===== src/rtl/fetch_prefetch_unit_pkg.sv =====
// -----------------------------------------------------------------------------
// fetch_types: shared types for the instruction-fetch prefetch front end.
//   fetch_state_t    - fetch FSM encoding (FETCH / WAIT / DRAIN)
//   fetch_entry_t    - default queue entry {instr, pc} for a 32-bit core
//   RESET_PC_DEFAULT - default fetch PC after reset
// -----------------------------------------------------------------------------
package fetch_types;

    localparam int          FETCH_XLEN       = 32;
    localparam logic [31:0] RESET_PC_DEFAULT = 32'h0000_0060;

    typedef enum logic [1:0] {
        FETCH = 2'd0,
        WAIT  = 2'd1,
        DRAIN = 2'd2
    } fetch_state_t;

    typedef struct packed {
        logic [FETCH_XLEN-1:0] instr;
        logic [FETCH_XLEN-1:0] pc;
    } fetch_entry_t;

endpackage


===== src/rtl/fetch_prefetch_unit_queue.sv =====
// -----------------------------------------------------------------------------
// fetch_queue: synchronous FIFO of fetch entries with flush.
//   clk, rst  - clock, asynchronous active-high reset
//   i_push    - write i_data at the tail (ignored when full)
//   i_pop     - drop the head entry (ignored when empty)
//   i_flush   - empty the queue; wins over push and pop
//   o_count   - number of valid entries (0..DEPTH)
//   o_head    - head entry, all zeros when empty
// DEPTH must be a power of two so the pointers wrap naturally.
// -----------------------------------------------------------------------------
module fetch_queue
    import fetch_types::*;
#(
    parameter int  DEPTH   = 4,
    parameter type entry_t = fetch_entry_t
) (
    input  logic                   clk,
    input  logic                   rst,
    input  logic                   i_push,
    input  entry_t                 i_data,
    input  logic                   i_pop,
    input  logic                   i_flush,
    output logic [$clog2(DEPTH):0] o_count,
    output entry_t                 o_head
);

    localparam int            AW   = $clog2(DEPTH);
    localparam logic [AW:0]   FULL = (AW + 1)'(DEPTH);

    entry_t          r_mem [DEPTH];
    logic [AW-1:0]   r_rd_ptr;
    logic [AW-1:0]   r_wr_ptr;
    logic [AW:0]     r_count;
    logic            w_do_push;
    logic            w_do_pop;

    // Qualify push/pop against the current fill level.
    always_comb begin
        w_do_push = i_push && (r_count != FULL) && !i_flush;
        w_do_pop  = i_pop && (r_count != '0) && !i_flush;
    end

    // Pointer and occupancy tracking.
    always_ff @(posedge clk or posedge rst) begin
        if (rst) begin
            r_rd_ptr <= '0;
            r_wr_ptr <= '0;
            r_count  <= '0;
        end else if (i_flush) begin
            r_rd_ptr <= '0;
            r_wr_ptr <= '0;
            r_count  <= '0;
        end else begin
            if (w_do_push) begin
                r_wr_ptr <= r_wr_ptr + AW'(1);
            end
            if (w_do_pop) begin
                r_rd_ptr <= r_rd_ptr + AW'(1);
            end
            case ({w_do_push, w_do_pop})
                2'b10:   r_count <= r_count + (AW + 1)'(1);
                2'b01:   r_count <= r_count - (AW + 1)'(1);
                default: r_count <= r_count;
            endcase
        end
    end

    // Entry storage; contents are only observable through a valid count.
    always_ff @(posedge clk) begin
        if (w_do_push) begin
            r_mem[r_wr_ptr] <= i_data;
        end
    end

    // Head presentation, forced to zero when empty.
    always_comb begin
        o_count = r_count;
        if (r_count != '0) begin
            o_head = r_mem[r_rd_ptr];
        end else begin
            o_head = '0;
        end
    end

endmodule


===== src/rtl/fetch_prefetch_unit.sv =====
// -----------------------------------------------------------------------------
// fetch_prefetch_unit: instruction-fetch front end with a DEPTH-entry
// prefetch queue, one outstanding I-mem request and EX redirect support.
//   clk, rst                  - clock, asynchronous active-high reset
//   redirect, redirect_pc     - EX PC change (low 2 bits ignored)
//   imem_read, imem_address   - I-mem request (address word aligned)
//   imem_resp, imem_rdata     - I-mem one-cycle response pulse and data
//   out_valid, out_ready      - decode handshake
//   out_instr, out_pc         - queue head (zero when nothing valid)
// Optional feature macro FETCH_BYPASS_EN: when the queue is empty an accepted
// response is presented to decode in the same cycle (zero-cycle latency) and
// is only queued if decode does not take it.
// -----------------------------------------------------------------------------
module fetch_prefetch_unit
    import fetch_types::*;
#(
    parameter int              XLEN     = 32,
    parameter int              DEPTH    = 4,
    parameter logic [XLEN-1:0] RESET_PC = XLEN'(RESET_PC_DEFAULT)
) (
    input  logic            clk,
    input  logic            rst,
    input  logic            redirect,
    input  logic [XLEN-1:0] redirect_pc,
    output logic            imem_read,
    output logic [XLEN-1:0] imem_address,
    input  logic            imem_resp,
    input  logic [XLEN-1:0] imem_rdata,
    output logic            out_valid,
    input  logic            out_ready,
    output logic [XLEN-1:0] out_instr,
    output logic [XLEN-1:0] out_pc
);

    localparam int            CW   = $clog2(DEPTH) + 1;
    localparam logic [CW-1:0] FULL = CW'(DEPTH);

    typedef struct packed {
        logic [XLEN-1:0] instr;
        logic [XLEN-1:0] pc;
    } entry_t;

    fetch_state_t    r_state;
    fetch_state_t    w_next_state;
    logic [XLEN-1:0] r_fetch_pc;
    logic [XLEN-1:0] w_next_pc;
    logic [XLEN-1:0] r_stale_addr;
    logic [XLEN-1:0] w_next_stale;
    logic            r_started;
    logic            w_imem_read;
    logic [XLEN-1:0] w_imem_addr;
    logic            w_resp_ok;
    logic            w_push;
    logic            w_pop;
    logic [CW-1:0]   w_count;
    entry_t          w_head;
    entry_t          w_push_data;
    logic [XLEN-1:0] w_redirect_aligned;
    logic [1:0]      w_unused_rpc_bits;

    assign w_redirect_aligned = {redirect_pc[XLEN-1:2], 2'b00};
    assign w_unused_rpc_bits  = redirect_pc[1:0];
    assign w_push_data        = '{instr: imem_rdata, pc: r_fetch_pc};

    fetch_queue #(
        .DEPTH   (DEPTH),
        .entry_t (entry_t)
    ) u_queue (
        .clk     (clk),
        .rst     (rst),
        .i_push  (w_push),
        .i_data  (w_push_data),
        .i_pop   (w_pop),
        .i_flush (redirect),
        .o_count (w_count),
        .o_head  (w_head)
    );

    // Fetch FSM next state, request outputs and stale-address capture.
    // r_started holds off the first request for one cycle after reset so a
    // response belonging to an abandoned pre-reset request is never accepted.
    always_comb begin
        w_next_state = r_state;
        w_imem_read  = 1'b0;
        w_imem_addr  = r_fetch_pc;
        w_next_stale = r_stale_addr;
        case (r_state)
            FETCH: begin
                w_imem_read = r_started && (w_count < FULL);
                if (w_imem_read && !imem_resp) begin
                    if (redirect) begin
                        w_next_state = DRAIN;
                        w_next_stale = r_fetch_pc;
                    end else begin
                        w_next_state = WAIT;
                    end
                end else begin
                    w_next_state = FETCH;
                end
            end
            WAIT: begin
                w_imem_read = 1'b1;
                if (imem_resp) begin
                    w_next_state = FETCH;
                end else if (redirect) begin
                    w_next_state = DRAIN;
                    w_next_stale = r_fetch_pc;
                end else begin
                    w_next_state = WAIT;
                end
            end
            DRAIN: begin
                // Keep the in-flight address stable until its data returns.
                w_imem_read = 1'b1;
                w_imem_addr = r_stale_addr;
                if (imem_resp) begin
                    w_next_state = FETCH;
                end else begin
                    w_next_state = DRAIN;
                end
            end
            default: begin
                w_next_state = FETCH;
                w_imem_read  = 1'b0;
            end
        endcase
    end

    // Response acceptance and fetch PC update; redirect has top priority.
    always_comb begin
        w_resp_ok = imem_resp && w_imem_read && (r_state != DRAIN);
        if (redirect) begin
            w_next_pc = w_redirect_aligned;
        end else if (w_resp_ok) begin
            w_next_pc = r_fetch_pc + XLEN'(4);
        end else begin
            w_next_pc = r_fetch_pc;
        end
    end

`ifdef FETCH_BYPASS_EN
    logic w_bypass;

    // Queue control and decode presentation with same-cycle bypass.
    always_comb begin
        w_bypass = w_resp_ok && !redirect && (w_count == '0);
        w_push   = w_resp_ok && !redirect && !(w_bypass && out_ready);
        w_pop    = (w_count != '0) && out_ready && !redirect;
        if (w_count != '0) begin
            out_valid = 1'b1;
            out_instr = w_head.instr;
            out_pc    = w_head.pc;
        end else if (w_bypass) begin
            out_valid = 1'b1;
            out_instr = imem_rdata;
            out_pc    = r_fetch_pc;
        end else begin
            out_valid = 1'b0;
            out_instr = '0;
            out_pc    = '0;
        end
    end
`else
    // Queue control and decode presentation straight from the queue head.
    always_comb begin
        w_push    = w_resp_ok && !redirect;
        w_pop     = (w_count != '0) && out_ready && !redirect;
        out_valid = (w_count != '0);
        out_instr = w_head.instr;
        out_pc    = w_head.pc;
    end
`endif

    assign imem_read    = w_imem_read;
    assign imem_address = w_imem_addr;

    // State, PC and request bookkeeping registers.
    always_ff @(posedge clk or posedge rst) begin
        if (rst) begin
            r_state      <= FETCH;
            r_fetch_pc   <= RESET_PC;
            r_stale_addr <= '0;
            r_started    <= 1'b0;
        end else begin
            r_state      <= w_next_state;
            r_fetch_pc   <= w_next_pc;
            r_stale_addr <= w_next_stale;
            r_started    <= 1'b1;
        end
    end

endmodule

===== config.mk =====
export PLATFORM = sky130hd
export DESIGN_NAME = fetch_prefetch_unit
export DESIGN_NICKNAME = d
export VERILOG_FILES = /design/src/rtl/fetch_prefetch_unit_pkg.sv /design/src/rtl/fetch_prefetch_unit_queue.sv /design/src/rtl/fetch_prefetch_unit.sv
export SDC_FILE = /design/constraint.sdc
export NUM_CORES = 1
export LEC_CHECK = 0
export CAP_MARGIN = 20
export CORE_UTILIZATION = 40
export CTS_BUF_LIST = sky130_fd_sc_hd__clkbuf_2 sky130_fd_sc_hd__clkbuf_4 sky130_fd_sc_hd__clkbuf_8
export DETAILED_ROUTE_END_ITERATION = 10
export DONT_BUFFER_PORTS = 1
export REMOVE_ABC_BUFFERS = 1
export SLEW_MARGIN = 5
export SYNTH_ARGS = -nofsm -noshare
export SYNTH_HDL_FRONTEND = slang
export SYNTH_SLANG_ARGS = --single-unit

===== constraint.sdc =====
create_clock -name clk -period 5.3 [get_ports clk]
set_clock_uncertainty 0.1 [all_clocks]
set_input_delay 0.795 -clock clk [delete_from_list [all_inputs] [get_ports clk]]
set_output_delay 0.795 -clock clk [all_outputs]
set_load 0.01 [all_outputs]

==> impl_results.rst <==
.. list-table::
   :header-rows: 1

   * - Metric
     - Value
   * - Result of the run
     - finished, final reports clean
   * - Post-CTS setup-driven buffer insertion count
     - 0
   * - Worst-path clk slew
     - around 0.06 ns
   * - Area overhead of the layout relative to synthesis
     - 11.39%
   * - Synth top area share
     - a little under three fifths
   * - Slew HR
     - between 20% and 30%
   * - Cell with the biggest individual delay on the critical path
     - sky130_fd_sc_hd__and2_4
   * - Highest clock frequency the design can meet
     - slightly below 300 MHz
   * - Die area
     - around 0.034 sq mm
   * - Maximum fanout count along the critical path
     - 62
   * - Cell variety after synth
     - between 40 and 50
   * - Number of vias after detailed routing
     - ~6.6k
   * - Combined buffer and inverter count along the critical path
     - 1
   * - Final Hold Slack
     - a little under 0.07 ns
   * - Top cells by count, synth
     - 248 x sky130_fd_sc_hd__edfxtp_1, 70 x sky130_fd_sc_hd__and2_1, 68 x sky130_fd_sc_hd__dfrtp_1
   * - Leakage
     - ~5 nW
   * - Cts repair resizes
     - 0
   * - Cell chosen for the clock root
     - sky130_fd_sc_hd__clkbuf_8
   * - Insertion delay of the later-clocked pin in the worst-skew pair
     - slightly below 0.6 ns
   * - Cells along the critical path
     - inv_1 > ha_1 > nand3b_4 > a21o_1 > a2111oi_4 > and2_4
   * - Largest net degree at the start of global routing
     - 77
   * - Mapped Cells
     - 774
   * - Number of port buffers
     - 0
   * - Worst path required time
     - roughly 5.4 ns
   * - Yosys top cell by area
     - sky130_fd_sc_hd__edfxtp_1
   * - Reg-to-reg endpoint
     - u_queue.r_mem[2][62]$_DFFE_PP_
   * - Clock Sink Count
     - about 320
   * - DP HPWL
     - between 15 and 20 mm
   * - Worst vdd ir
     - approximately 0.00026 V
   * - Initial cell density of the core
     - between 40% and 50%
   * - Max clock buf depth
     - 3
   * - Mean cell area of the mapped netlist
     - ~17 sq um
   * - Placer congestion estimate
     - approximately 0.7
   * - Portion of the clock cycle consumed by the worst path in the final layout
     - between 60% and 70%
   * - Critical path arrival
     - roughly 3.5 ns
   * - Ys async rst share
     - 22.01%
   * - Area of combinational cells with multiple inputs
     - about 0.0039 sq mm
   * - Filler Cell Count
     - 2,868
   * - Antenna diodes
     - 0
   * - Die Height
     - ~180 um
   * - Count of warnings emitted by yosys
     - 0
   * - FF+latch count, synth
     - 318
   * - Crit path launch type
     - register
   * - Total global routing overflow
     - 0
   * - R2r setup slk
     - between 1.5 and 2 ns
   * - First-iteration detailed-routing DRC count
     - approximately 360
   * - Number of H-tree levels
     - 2
   * - Fraction of layout instances using a drive strength above 1
     - around 27%
   * - Detailed-route vias per instance
     - about 5.1
   * - Width of the die
     - 184.3 um
   * - Number of flops mapped to enable cells by yosys
     - between 200 and 250
   * - Final hold violation count
     - 0
   * - Number of slew-limit violations in the final report
     - 0
   * - Boundary Pins
     - between 150 and 200
   * - Type of the most critical hold path
     - in2async
   * - Total standard cell area after synthesis
     - 0.01329 sq mm
   * - Worst reg2reg startpoint
     - r_state[0]$_DFF_PP0_
   * - Finish-stage setup viols
     - 0
   * - Largest cells by area after synthesis
     - sky130_fd_sc_hd__edfxtp_1 56%, sky130_fd_sc_hd__dfrtp_1 13%, sky130_fd_sc_hd__mux4_2 11%
   * - Setup crit start
     - r_state[0]$_DFF_PP0_
   * - Power Density
     - ~460 mW/mm^2
   * - Detailed-route wire length
     - around 28 mm
   * - ANT nets after route
     - 0
   * - Ys flop type
     - sky130_fd_sc_hd__edfxtp_1
   * - Largest stage delay, worst path
     - between 0.9 and 1 ns
   * - Number of remaining DRC errors
     - 0
   * - CTS tree
     - done
   * - TritonCTS buffer count
     - 54
   * - Setup total negative slack
     - 0 ns
   * - Kind of critical path
     - reg2reg
   * - Global Route Usage Sum
     - about 17%
   * - Shortest clock period the worst path allows after layout
     - approximately 3.4 ns
   * - Number of hold-repair buffers added at the cts stage
     - 0
   * - Slew at the pin closest to its max-slew limit
     - 1.055 ns
   * - Library cell with the highest instance count after synthesis
     - sky130_fd_sc_hd__edfxtp_1
   * - Initial antenna violation count
     - 0
   * - Global-route wire length before repair
     - around 43 mm
   * - Setup repair after global routing missed its margin
     - no
   * - Row count
     - 66
   * - Max-cap violations
     - 0
   * - Critical path's top delay family
     - simple AND/OR/NAND/NOR gates
   * - Sequential cell area
     - 0.009209 sq mm
   * - Average routed wire per standard cell
     - between 20 and 25 um
   * - R2R cell count
     - 6
   * - Type of element capturing the critical path
     - register
   * - Portion of the post-synthesis area used by sequential elements
     - approximately 70%
   * - Final #Nets
     - around 900
   * - Initial DRT Pass Iterations
     - 4
   * - Number of global-route vias before repair
     - between 7k and 8k
   * - Core area
     - roughly 0.033 sq mm
-- through the flow --
stage | total power, mW | worst slack (ns) | instance area (sq um) | utilization [%] | cells
after floorplan | 4.430 | 1.042 | 13100 | - | 732
after CTS | 6.982 | 1.445 | 14770 | 45.29 | 1282
final | 6.860 | 1.933 | 14800 | 45.37 | 1283
after detailed placement | 4.869 | 1.884 | 13740 | 42.12 | 1181
after global placement | 4.838 | 1.922 | 13740 | 42.12 | 1181
after global routing | 7.256 | 1.717 | 14800 | 45.37 | 1283
-- cell usage in the layout (no fill, tap or decap), drive strengths merged, types with 2 or more instances in the layout --
cell	n
o21ai	30
conb	5
nor3	5
nand3	13
dfrtp	68
or4	4
or3	2
ha	9
nand2b	5
dfstp	2
mux4	62
nor2b	5
buf	8
xor2	21
nand3b	2
mux2	60
and4	2
nand4	18
xnor2	8
and3	4
mux2i	4
inv	13
and2	70
nand2	41
clkbuf	74
clkinv	26
nor2	14
nor4	6
a22oi	2
edfxtp	248
-- area by class of cell --
class,instances,share of cell area [%]
clock buffers,74,6.163
clock inverters,27,0.8285
inverters,12,0.3128
multi-input cells,402,26.20
flip-flops and latches,318,62.22
well taps,442,3.737
repair buffers,8,0.5410
-- flip-flops by register name (all words and copies together) (netlist names) --
name              flops
u_queue.r_rd_ptr      2
u_queue.r_mem       248
r_fetch_pc           30
u_queue.r_wr_ptr      2
r_stale_addr         30
r_state               2
r_started             1
u_queue.o_count       3
-- cell families (layout without fill, tap and decap cells) --
kind of cell	after synthesis	after routing	share of synthesized area (%)
muxes	126	126	15.90
other	2	5	0.05652
xor gates and xnor gates	29	29	1.968
buffers and inverters	57	121	1.846
AOI/OAI and AO/OA	38	38	1.705
DFF	318	318	69.25
and+or+nand+nor	194	194	8.278
adders and majority gates	10	10	0.9982
-- report_power, final --
part | total, mW | internal [mW] | switching, mW
clock | 2.08 | 1.12 | 0.961
sequential | 3.16 | 2.95 | 0.212
combinational | 1.62 | 0.721 | 0.897
-- metal layers --
metal | vias to the layer above | part of all wire [%] | GRT usage, %
li1 | 3008 | - | -
met1 | 3355 | 43 | 21.43
met2 | 196 | 48 | 28.38
met3 | 44 | 7.1 | 4.959
met4 | 0 | 1.7 | 4.867
met5 | - | 0 | 0
-- worst max-delay path by stage --
stage / end / cells past startpoint
after detailed placement: u_queue.r_mem[0][40]$_DFFE_PP_ / 6
after global routing: u_queue.r_mem[0][28]$_DFFE_PP_ / 6
after CTS: out_pc[27] / 3
after global placement: u_queue.r_mem[3][40]$_DFFE_PP_ / 6
after floorplan: out_instr[0] / 2
final: u_queue.r_mem[2][62]$_DFFE_PP_ / 6
(Power assumes the default switching activity.)
